===== src/rtl/can_bit_timing_if.sv =====
// Configuration, bus and timing-pulse signals between the bit-timing controller
// and the bit stream processor.
interface can_bit_timing_if #(
  parameter int BRP_W   = 8,
  parameter int TSEG1_W = 4,
  parameter int TSEG2_W = 3
);
  logic               en;
  logic [BRP_W-1:0]   brp;
  logic [TSEG1_W-1:0] tseg1;
  logic [TSEG2_W-1:0] tseg2;
  logic [1:0]         sjw;
  logic               hard_sync_en;
  logic               rx;
  logic               tq_tick;
  logic               sample_point;
  logic               sampled_bit;
  logic               tx_point;
  logic               hard_sync_done;
  logic [1:0]         seg;

  modport master (
    output en, brp, tseg1, tseg2, sjw, hard_sync_en, rx,
    input  tq_tick, sample_point, sampled_bit, tx_point, hard_sync_done, seg
  );
  modport slave (
    input  en, brp, tseg1, tseg2, sjw, hard_sync_en, rx,
    output tq_tick, sample_point, sampled_bit, tx_point, hard_sync_done, seg
  );
endinterface


===== src/rtl/can_bit_timing.sv =====
// CAN bit-timing controller: tq prescaler, SYNC/TSEG1/TSEG2 sequencing,
// hard sync and SJW-limited resynchronisation on recessive-to-dominant edges.
module can_bit_timing #(
  parameter int BRP_W   = 8,
  parameter int TSEG1_W = 4,
  parameter int TSEG2_W = 3
) (
  input logic              clk,
  input logic              reset,
  can_bit_timing_if.slave  bus
);
  // Counter wide enough for tseg1+1 plus the largest extension (4 tq) without wrap.
  localparam int QW = ((TSEG1_W > TSEG2_W) ? TSEG1_W : TSEG2_W) + 1;

  typedef enum logic [1:0] {IDLE = 2'd0, SYNC = 2'd1, TSEG1 = 2'd2, TSEG2 = 2'd3} seg_t;

  seg_t               seg_q, seg_d;
  logic [BRP_W-1:0]   pcnt_q, pcnt_d, brp_l;
  logic [QW-1:0]      qcnt_q, qcnt_d, ext_q, ext_d, shr_q, shr_d;
  logic [TSEG1_W-1:0] tseg1_l;
  logic [TSEG2_W-1:0] tseg2_l;
  logic [1:0]         sjw_l;
  logic               rx_prev, lock_q, lock_d;
  logic               sp_q, sp_d, tx_q, tx_d, hs_q, hs_d, sbit_q;
  logic               latch, cap, early, tick, edge_det;
  logic [QW-1:0]      sjw1, qinc, rem;

  assign tick     = (seg_q != IDLE) && (pcnt_q == brp_l);
  assign edge_det = rx_prev & ~bus.rx;
  assign sjw1     = QW'(sjw_l) + 1'b1;
  assign qinc     = qcnt_q + 1'b1;
  assign rem      = QW'(tseg2_l) + 1'b1 - qcnt_q;

  always_comb begin
    seg_d  = seg_q;
    pcnt_d = pcnt_q;
    qcnt_d = qcnt_q;
    ext_d  = ext_q;
    shr_d  = shr_q;
    lock_d = lock_q;
    sp_d   = 1'b0;
    tx_d   = 1'b0;
    hs_d   = 1'b0;
    latch  = 1'b0;
    cap    = 1'b0;
    early  = 1'b0;
    if (!bus.en) begin
      seg_d  = IDLE;
      pcnt_d = '0;
      qcnt_d = '0;
      ext_d  = '0;
      shr_d  = '0;
      lock_d = 1'b0;
    end else if (edge_det && bus.hard_sync_en) begin
      // Hard sync: the edge itself is the SYNC segment, so restart in TSEG1.
      seg_d  = TSEG1;
      pcnt_d = '0;
      qcnt_d = '0;
      ext_d  = '0;
      shr_d  = '0;
      lock_d = 1'b1;
      latch  = 1'b1;
      hs_d   = 1'b1;
      tx_d   = 1'b1;
    end else begin
      pcnt_d = tick ? '0 : pcnt_q + 1'b1;
      unique case (seg_q)
        IDLE: begin
          seg_d  = SYNC;
          pcnt_d = '0;
          qcnt_d = '0;
          ext_d  = '0;
          shr_d  = '0;
          latch  = 1'b1;
          tx_d   = 1'b1;
        end
        SYNC: begin
          if (edge_det && !lock_q) lock_d = 1'b1;
          if (tick) begin
            seg_d  = TSEG1;
            qcnt_d = '0;
            ext_d  = '0;
            shr_d  = '0;
          end
        end
        TSEG1: begin
          if (edge_det && !lock_q) begin
            ext_d  = (qinc < sjw1) ? qinc : sjw1;
            lock_d = 1'b1;
          end
          // End test uses the updated ext so a late edge on the last tick still lengthens.
          if (tick) begin
            if (qcnt_q == QW'(tseg1_l) + ext_d) begin
              seg_d  = TSEG2;
              qcnt_d = '0;
              sp_d   = 1'b1;
              cap    = 1'b1;
              lock_d = 1'b0;
            end else begin
              qcnt_d = qinc;
            end
          end
        end
        TSEG2: begin
          if (edge_det && !lock_q) begin
            lock_d = 1'b1;
            if (rem <= sjw1) early = 1'b1;
            else             shr_d = sjw1;
          end
          if (early) begin
            seg_d  = TSEG1;
            pcnt_d = '0;
            qcnt_d = '0;
            ext_d  = '0;
            shr_d  = '0;
            tx_d   = 1'b1;
          end else if (tick) begin
            if (qcnt_q + shr_d >= QW'(tseg2_l)) begin
              seg_d  = SYNC;
              qcnt_d = '0;
              ext_d  = '0;
              shr_d  = '0;
              latch  = 1'b1;
              tx_d   = 1'b1;
            end else begin
              qcnt_d = qinc;
            end
          end
        end
      endcase
    end
  end

  always_ff @(posedge clk or posedge reset) begin
    if (reset) begin
      seg_q   <= IDLE;
      pcnt_q  <= '0;
      qcnt_q  <= '0;
      ext_q   <= '0;
      shr_q   <= '0;
      lock_q  <= 1'b0;
      rx_prev <= 1'b1;
      sp_q    <= 1'b0;
      tx_q    <= 1'b0;
      hs_q    <= 1'b0;
      sbit_q  <= 1'b1;
      brp_l   <= '0;
      tseg1_l <= '0;
      tseg2_l <= '0;
      sjw_l   <= '0;
    end else begin
      seg_q   <= seg_d;
      pcnt_q  <= pcnt_d;
      qcnt_q  <= qcnt_d;
      ext_q   <= ext_d;
      shr_q   <= shr_d;
      lock_q  <= lock_d;
      rx_prev <= bus.rx;
      sp_q    <= sp_d;
      tx_q    <= tx_d;
      hs_q    <= hs_d;
      if (cap) sbit_q <= bus.rx;
      if (latch) begin
        brp_l   <= bus.brp;
        tseg1_l <= bus.tseg1;
        tseg2_l <= bus.tseg2;
        sjw_l   <= bus.sjw;
      end
    end
  end

  assign bus.tq_tick        = tick;
  assign bus.sample_point   = sp_q;
  assign bus.sampled_bit    = sbit_q;
  assign bus.tx_point       = tx_q;
  assign bus.hard_sync_done = hs_q;
  assign bus.seg            = seg_q;
endmodule


===== src/flat_wrapper.sv =====
// flat-port wrapper written by rule: the top's interface ports become plain ports
module can_bit_timing_flat 
#(
  parameter int BRP_W   = 8,
  parameter int TSEG1_W = 4,
  parameter int TSEG2_W = 3
)
  (clk, reset, bus_en, bus_brp, bus_tseg1, bus_tseg2, bus_sjw, bus_hard_sync_en, bus_rx, bus_tq_tick, bus_sample_point, bus_sampled_bit, bus_tx_point, bus_hard_sync_done, bus_seg);
  can_bit_timing_if #(.BRP_W(BRP_W), .TSEG1_W(TSEG1_W), .TSEG2_W(TSEG2_W)) bus_i ();
  input logic clk;
  input logic reset;
  input wire logic [$bits(bus_i.en)-1:0] bus_en;
  input wire logic [$bits(bus_i.brp)-1:0] bus_brp;
  input wire logic [$bits(bus_i.tseg1)-1:0] bus_tseg1;
  input wire logic [$bits(bus_i.tseg2)-1:0] bus_tseg2;
  input wire logic [$bits(bus_i.sjw)-1:0] bus_sjw;
  input wire logic [$bits(bus_i.hard_sync_en)-1:0] bus_hard_sync_en;
  input wire logic [$bits(bus_i.rx)-1:0] bus_rx;
  output wire logic [$bits(bus_i.tq_tick)-1:0] bus_tq_tick;
  output wire logic [$bits(bus_i.sample_point)-1:0] bus_sample_point;
  output wire logic [$bits(bus_i.sampled_bit)-1:0] bus_sampled_bit;
  output wire logic [$bits(bus_i.tx_point)-1:0] bus_tx_point;
  output wire logic [$bits(bus_i.hard_sync_done)-1:0] bus_hard_sync_done;
  output wire logic [$bits(bus_i.seg)-1:0] bus_seg;
  assign bus_i.en = bus_en;
  assign bus_i.brp = bus_brp;
  assign bus_i.tseg1 = bus_tseg1;
  assign bus_i.tseg2 = bus_tseg2;
  assign bus_i.sjw = bus_sjw;
  assign bus_i.hard_sync_en = bus_hard_sync_en;
  assign bus_i.rx = bus_rx;
  assign bus_tq_tick = bus_i.tq_tick;
  assign bus_sample_point = bus_i.sample_point;
  assign bus_sampled_bit = bus_i.sampled_bit;
  assign bus_tx_point = bus_i.tx_point;
  assign bus_hard_sync_done = bus_i.hard_sync_done;
  assign bus_seg = bus_i.seg;
  can_bit_timing #(.BRP_W(BRP_W), .TSEG1_W(TSEG1_W), .TSEG2_W(TSEG2_W)) u_core (.clk(clk), .reset(reset), .bus(bus_i));
endmodule

===== config.mk =====
export PLATFORM = sky130hd
export DESIGN_NAME = can_bit_timing_flat
export DESIGN_NICKNAME = d
export VERILOG_FILES = /design/src/rtl/can_bit_timing_if.sv /design/src/rtl/can_bit_timing.sv /design/src/flat_wrapper.sv
export SDC_FILE = /design/constraint.sdc
export NUM_CORES = 1
export LEC_CHECK = 0
export ABC_AREA = 1
export BUFFER_PORTS_ARGS = -buffer_cell sky130_fd_sc_hd__buf_2
export CORE_MARGIN = 3
export CORE_UTILIZATION = 65
export CTS_CLUSTER_DIAMETER = 50
export DETAILED_ROUTE_END_ITERATION = 10
export PLACE_DENSITY_LB_ADDON = 0.1
export SKIP_LAST_GASP = 1
export SYNTH_ARGS = -nofsm -noshare
export SYNTH_HDL_FRONTEND = slang
export SYNTH_SLANG_ARGS = --single-unit

===== constraint.sdc =====
create_clock -name clk -period 6.3 [get_ports clk]
set_input_delay 1.26 -clock clk [delete_from_list [all_inputs] [get_ports clk]]
set_output_delay 1.26 -clock clk [all_outputs]
set_load 0.02 [all_outputs]

==> run_results.csv, run 1 <==
group,metric,value,unit
logic_synthesis,synth.area.mux_share,0,%
detailed_routing,top_layer_used,"met4",
floorplanning,die_area,5960,sq um
clock_tree,cts_tree,"done",
setup_path,crit_fanout,9,
detailed_routing,firstDrtPassIters,4,
setup_path,crit_path_max_incr_delay,0.47,ns
logic_synthesis,synth-simple-area-share,29.3,%
floorplanning,die_w,77.2,microns
logic_synthesis,synth_cell_types,36,
power_and_ir_drop,sw_frac_of_total,46.6,%
timing,setup_viol,0,
outcome,outcome,"finished clean",
cells_and_area,layout-drive-gt1-share,13.1,%
clock_tree,htreeDepth,2,
power_and_ir_drop,p_leak,0.00190,uW
clock_tree,clk_latency,0.30,ns
detailed_routing,vias,2848,
cells_and_area,layout.nets,520,
setup_path,crit_top_cell,"nand2_1",
power_and_ir_drop,power_frac_comb,54.5,%
logic_synthesis,avgSynthCellArea,7.61,sq um
timing,max_freq,0.207,GHz
setup_path,reg2reg_setup_slack,1.47,ns
detailed_routing,wl,6920,microns
timing,min_period,4.83,ns
timing,worst_slew_pin_slew,0.961,ns
min_path,hp-class,"flop to flop",
global_routing,grt_antenna_before_repair,0,
clock_tree,numCtsBuffers,5,
timing,slew_viol_final,0,
floorplanning,start_util,68.4,%
logic_synthesis,syn_area,3300,sq um
logic_synthesis,synth_top_family_by_area,"simple AND/OR/NAND/NOR gates",
power_and_ir_drop,power_frac_clock,14.0,%
logic_synthesis,synth_edf_count,0,
logic_synthesis,seq_area_frac_synth,36.5,%
power_and_ir_drop,p_switching,653,uW
global_routing,grt-ovfl-total,0,
clock_tree,cts_buffer_depth,2,
logic_synthesis,ys_warn_count,0,
setup_path,worst_setup_path_end_kind,"flop",
power_and_ir_drop,powerDensity,389,nW/um^2
logic_synthesis,synth_seq_cells,48,
timing,period_share,76.6,%
logic_synthesis,yosys.area_share.adder,12.8,%
cells_and_area,area_growth,9.26,%
cells_and_area,fillers,380,
logic_synthesis,syn_inst,433,
power_and_ir_drop,total_power,1400,uW
detailed_routing,wl_met2,3030,microns
logic_synthesis,syn-num-nets,487,
timing,hold_violations,0,
floorplanning,core.rowCount,25,
detailed_routing,wirelength_met1,3420,microns
timing,slew_headroom,35.8,%
cells_and_area,final_common_cell,"nand2_1",
global_routing,grt_max_degree,49,
cells_and_area,regArea,1200,sq um
run,cap_violations,0,
power_and_ir_drop,vdd_drop_max,0.256,mV
logic_synthesis,synthXorXnorAreaFrac,4.25,%
global_routing,grt_pass1_wl,12200,microns
floorplanning,die_y,77.2,microns
timing,final.setup.tns,0,ns
setup_path,critPathLaunchType,"flop",
min_path,hold_depth,2,
logic_synthesis,yosys-top-cells-area,"dfrtp_1 (35%), nand2_1 (13%), ha_1 (11%), inv_1 (6.9%), nand3_1 (6.1%)",
cells_and_area,layout_common_cells,"nand2_1 (118), inv_1 (60), dfrtp_1 (46)",
place,dp_hpwl,5390,microns
clock_tree,cts_resized,0,
logic_synthesis,yosys.area.top_type,"dfrtp_1",
clock_tree,clockRootBuffer,"clkbuf_8",
place,io_buffer_count,28,
setup_path,reg2reg_from,"u_core.tseg2_l[0]",
setup_path,crit_slowest_cell,"fa_1",
power_and_ir_drop,seqPwrFrac,31.5,%
logic_synthesis,synthArstFlopShare,100,%
min_path,hold_start,"u_core.sjw_l[1]",
logic_synthesis,netlist.area_leader.share,34.9,%
clock_tree,clock-sinks,48,
timing,fin_skew,0.00664,ns
setup_path,critical_path_arrival,5.04,ns
setup_path,crit_type,"flop to flop",
global_routing,grt_pass1_vias,2682,
global_routing,track_usage,25.2,%
place,place_congestion,0.898,
floorplanning,core_region_area,4820,sq um
cells_and_area,multi_input_area,1830,sq um
logic_synthesis,synth_ff_type,"dfrtp_1",
timing,grt_setup_unrepaired,"no",
min_path,min_to,"u_core.sjw_l[1]",
setup_path,r2r_end,"u_core.ext_q[1]",
detailed_routing,routed-wl-met3,345,microns
detailed_routing,via_per_inst,5.33,
logic_synthesis,synth-compound-area-share,9.26,%
setup_path,rr_worst_depth,27,
clock_tree,clkTransAtPathRegs,0.09,ns
detailed_routing,wl_per_cell,13.0,microns
detailed_routing,ant_nets,0,
clock_tree,holdBufCountCts,0,
cells_and_area,diodes,0,
setup_path,cp.required,6.52,ns
detailed_routing,drc_errors,0,
floorplanning,io_pins,29,
clock_tree,cts_setup_buffers,0,
detailed_routing,drtIter0Drc,177,
power_and_ir_drop,p_int,749,uW
how the worst max path moves through the flow:
stage                      startpoint               to  depth (start not counted)
finish              u_core.tseg2_l[0]  u_core.ext_q[1]                         27
global route        u_core.tseg2_l[0]  u_core.shr_q[0]                         26
CTS                 u_core.tseg2_l[0]  u_core.ext_q[1]                         27
detailed placement  u_core.tseg2_l[0]  u_core.ext_q[1]                         27
global placement    u_core.tseg2_l[0]  u_core.brp_l[2]                         26
floorplan           u_core.tseg2_l[0]  u_core.sjw_l[0]                         28
registers in the layout, summed over array words and instances, names as in the netlist:
signal / cells
u_core.shr_q: 5
u_core.bus.hard_sync_done: 1
u_core.bus.tx_point: 1
u_core.lock_q: 1
u_core.pcnt_q: 8
u_core.rx_prev: 1
u_core.ext_q: 5
u_core.tseg2_l: 3
u_core.qcnt_q: 5
u_core.tseg1_l: 4
u_core.bus.sampled_bit: 1
u_core.bus.sample_point: 1
u_core.bus.seg: 2
u_core.brp_l: 8
u_core.sjw_l: 2
cell families after synthesis:
| group | Yosys count |
|---|---|
| and+or+nand+nor | 217 |
| adders and majority gates | 32 |
| xor gates and xnor gates | 16 |
| AOI/OAI and AO/OA | 54 |
| buffers and inverters | 66 |
| DFF | 48 |
stage by stage:
stage | hold slack (ns) | area (sq um) | util [%] | cells | setup WS, ns
after floorplan | 0.432 | 3300 | - | 433 | 2.00
after global placement | 0.467 | 3510 | 72.8 | 526 | 1.72
after detailed placement | 0.467 | 3510 | 72.8 | 526 | 1.54
after CTS | 0.489 | 3600 | 74.8 | 534 | 1.50
after global routing | 0.520 | 3600 | 74.8 | 534 | 1.04
final | 0.488 | 3600 | 74.8 | 534 | 1.47
worst max-delay path, delay by kind of cell (launching register included):
family                   cells  cell delay, ns
flip-flops                   1            0.45
XOR/XNOR                     1            0.15
adder cells (fa/ha/maj)      6            2.01
AO/OA/AOI/OAI                5            0.76
AND/OR/NAND/NOR             12            1.22
buffers and inverters        3            0.16
cell type report:
cell class | count | area share (%)
Timing Repair Buffer | 29 | 4.10
Inverter | 63 | 6.56
Sequential cell | 48 | 33.4
Clock buffer | 6 | 2.29
Multi-Input combinational cell | 319 | 50.9
Clock inverter | 2 | 0.382
Tap cell | 67 | 2.33
per-layer routing:
layer,up-vias,global-route usage (%)
met2,76,39.7
met4,0,6.41
met1,1299,36.1
met5,-,0
met3,13,4.23
li1,1460,-
synth_stat cells (5+ instances only):
| cell type | n |
|---|---|
| nor2_1 | 30 |
| or2_2 | 5 |
| ha_1 | 29 |
| o21ai_0 | 23 |
| nand3_1 | 40 |
| a21oi_1 | 14 |
| dfrtp_1 | 46 |
| a31oi_1 | 5 |
| nand2_1 | 118 |
| nand4_1 | 5 |
| xnor2_1 | 5 |
| inv_1 | 61 |
| xor2_1 | 11 |
power by group through the flow:
stage               logic, uW  clock network, uW  registers [uW]
finish                    764                197             442
global route              884                214             453
CTS                       760                199             440
detailed placement        753                  0             446
global placement          729                  0             442
floorplan                 599                  0             437
Power figures use the tool's default switching activity.
==> run 2: changes to the inputs <==
- CORE_UTILIZATION: 65 -> 54
- clock period: 6.3 -> 4 ns (I/O delays scaled with it)
==> run 2 against run 1 <==
  * The flow now finishes with violations (negative setup slack)
  * Critical path depth rose by 1
  * Fmax increased by 8.3%
  * Clock-buffer cell count decreased by 1
  * Highest routed layer unchanged
==> run_results.csv, run 2 (synthesis results as in run 1) <==
group,metric,value,unit
detailed_routing,ant_nets,0,
setup_path,crit_top_cell,"nand2_2",
timing,setup_viol,36,
floorplanning,die_y,84.1,microns
floorplanning,io_pins,29,
setup_path,reg2reg_setup_slack,-0.46,ns
global_routing,grt_antenna_before_repair,0,
detailed_routing,top_layer_used,"met4",
detailed_routing,routed-wl-met3,444,microns
min_path,min_to,"u_core.sjw_l[1]",
detailed_routing,wl_met2,4070,microns
cells_and_area,stdcell_count,586,
detailed_routing,wl_per_cell,14.7,microns
min_path,hold_depth,2,
timing,worst_slew_pin_slew,1.01,ns
cells_and_area,layout_common_cells,"nand2_1 (99), inv_1 (57), dfrtp_1 (46)",
outcome,violations,"negative setup slack",
cells_and_area,diodes,0,
cells_and_area,area_growth,30.2,%
detailed_routing,vias,3141,
clock_tree,htreeDepth,2,
cells_and_area,layout-drive-gt1-share,29.8,%
setup_path,crit_fanout,6,
timing,period_share,111,%
power_and_ir_drop,p_leak,0.00218,uW
place,dp_slack,-0.497,ns
setup_path,crit_path_max_incr_delay,0.48,ns
clock_tree,clk_latency,0.31,ns
setup_path,worst_setup_path_end_kind,"flop",
detailed_routing,drc_errors,0,
timing,final.setup.worst_slack,-0.457,ns
clock_tree,numCtsBuffers,5,
floorplanning,core.rowCount,27,
timing,slew_viol_final,0,
cells_and_area,layout.nets,567,
detailed_routing,firstDrtPassIters,5,
timing,grt_setup_unrepaired,"yes",
detailed_routing,wl,8610,microns
place,io_buffer_count,28,
clock_tree,cts_buffer_depth,2,
place,place_inst,555,
setup_path,crit_slowest_cell,"fa_1",
floorplanning,die_w,84.1,microns
setup_path,cp.required,4.25,ns
setup_path,crit_type,"flop to flop",
global_routing,grt_pass1_vias,3061,
power_and_ir_drop,vdd_drop_max,0.623,mV
clock_tree,clkTransAtPathRegs,0.10,ns
floorplanning,core_region_area,5710,sq um
setup_path,rr_worst_depth,28,
global_routing,grt-ovfl-total,0,
setup_path,r2r_end,"u_core.brp_l[0]",
timing,holdWs,0.492,ns
timing,fin_skew,0.0107,ns
timing,hold_violations,0,
floorplanning,die_area,7080,sq um
clock_tree,clockRootBuffer,"clkbuf_8",
min_path,hp-class,"flop to flop",
cells_and_area,final_common_cell,"nand2_1",
clock_tree,holdBufCountCts,0,
place,dp_hpwl,5900,microns
floorplanning,start_util,57.7,%
timing,min_period,4.46,ns
setup_path,critPathLaunchType,"flop",
timing,slew_headroom,32.8,%
detailed_routing,via_per_inst,5.36,
clock_tree,cts_tree,"done",
power_and_ir_drop,powerDensity,774,nW/um^2
detailed_routing,wirelength_met1,3890,microns
global_routing,grt_max_degree,49,
timing,final.setup.tns,-13.65,ns
setup_path,reg2reg_from,"u_core.tseg2_l[0]",
setup_path,critical_path_arrival,4.71,ns
place,place_congestion,0.866,
global_routing,track_usage,24.6,%
outcome,outcome,"finished, violations left",
clock_tree,clock-sinks,48,
cells_and_area,fillers,450,
global_routing,grt_pass1_wl,14200,microns
cells_and_area,top_regs,"u_core.brp_l (8), u_core.pcnt_q (8)",
detailed_routing,drtIter0Drc,159,
min_path,hold_start,"u_core.sjw_l[1]",
timing,max_freq,0.224,GHz
run,cap_violations,0,
[run 2: cell types whose count changed in the layout (fill, tap and decap cells not counted), moves of 4 or more]
cell,change
o21ai_1,+7
nand2_2,+13
buf_4,+42
nand2_8,+4
ha_4,+4
nand3_1,-4
nand2_4,+6
ha_1,-6
nand2_1,-19
o21ai_0,-10
[run 2: routing by layer]
layer	vias to the layer above	track usage [%]
li1	1557	-
met1	1466	33.6
met2	96	41.2
met3	22	3.83
met4	0	5.99
met5	-	0
[run 2: where the power goes]
group | switching [uW] | internal [uW] | leakage (uW)
combinational | 1170 | 1020 | 0.00148
sequential | 100 | 595 | 0.000632
clock | 184 | 252 | 0.0000687
[run 2: worst max-delay path by stage]
stage	start	to	slack [ns]	depth (start not counted)
CTS	u_core.tseg2_l[0]	u_core.brp_l[1]	-0.42	27
global route	u_core.tseg2_l[0]	u_core.brp_l[0]	-0.69	28
floorplan	u_core.tseg2_l[0]	u_core.sjw_l[0]	-0.17	28
finish	u_core.tseg2_l[0]	u_core.brp_l[0]	-0.46	28
global placement	u_core.tseg2_l[0]	u_core.shr_q[0]	-0.34	27
detailed placement	u_core.tseg2_l[0]	u_core.shr_q[0]	-0.50	27
[run 2: what timing repair did]
action	CTS	global route
setup endpoints to repair	35	46
pin swaps	6	9
setup buffers	15	4
gates cloned	4	0
resized for setup	18	43
[run 2: stage by stage]
step                      utilization [%]  cell area (sq um)  total power [uW]
after global placement               65.2               3720              2010
final                                75.2               4290              3320
after global routing                 75.2               4290              3580
after CTS                            71.9               4110              2990
after floorplan                         -               3330              1660
after detailed placement             65.2               3720              2060
[run 2: final cells by class]
class,count,area (sq um),share of cell area (%)
inverters,63,236,5.51
flip-flops and latches,48,1200,28.0
repair buffers,72,474,11.0
well taps,72,90.1,2.10
multi-input cells,323,2150,50.1
clock inverters,3,68.8,1.60
clock buffers,5,68.8,1.60
[run 2: critical path, delay by kind of cell (launching register included)]
kind                     cells  cell delay, ns
buffers and inverters        3            0.13
AND/OR/NAND/NOR             14            1.34
AO/OA/AOI/OAI                4            0.37
XOR/XNOR                     1            0.17
flip-flops                   1            0.44
adder cells (fa/ha/maj)      6            1.93
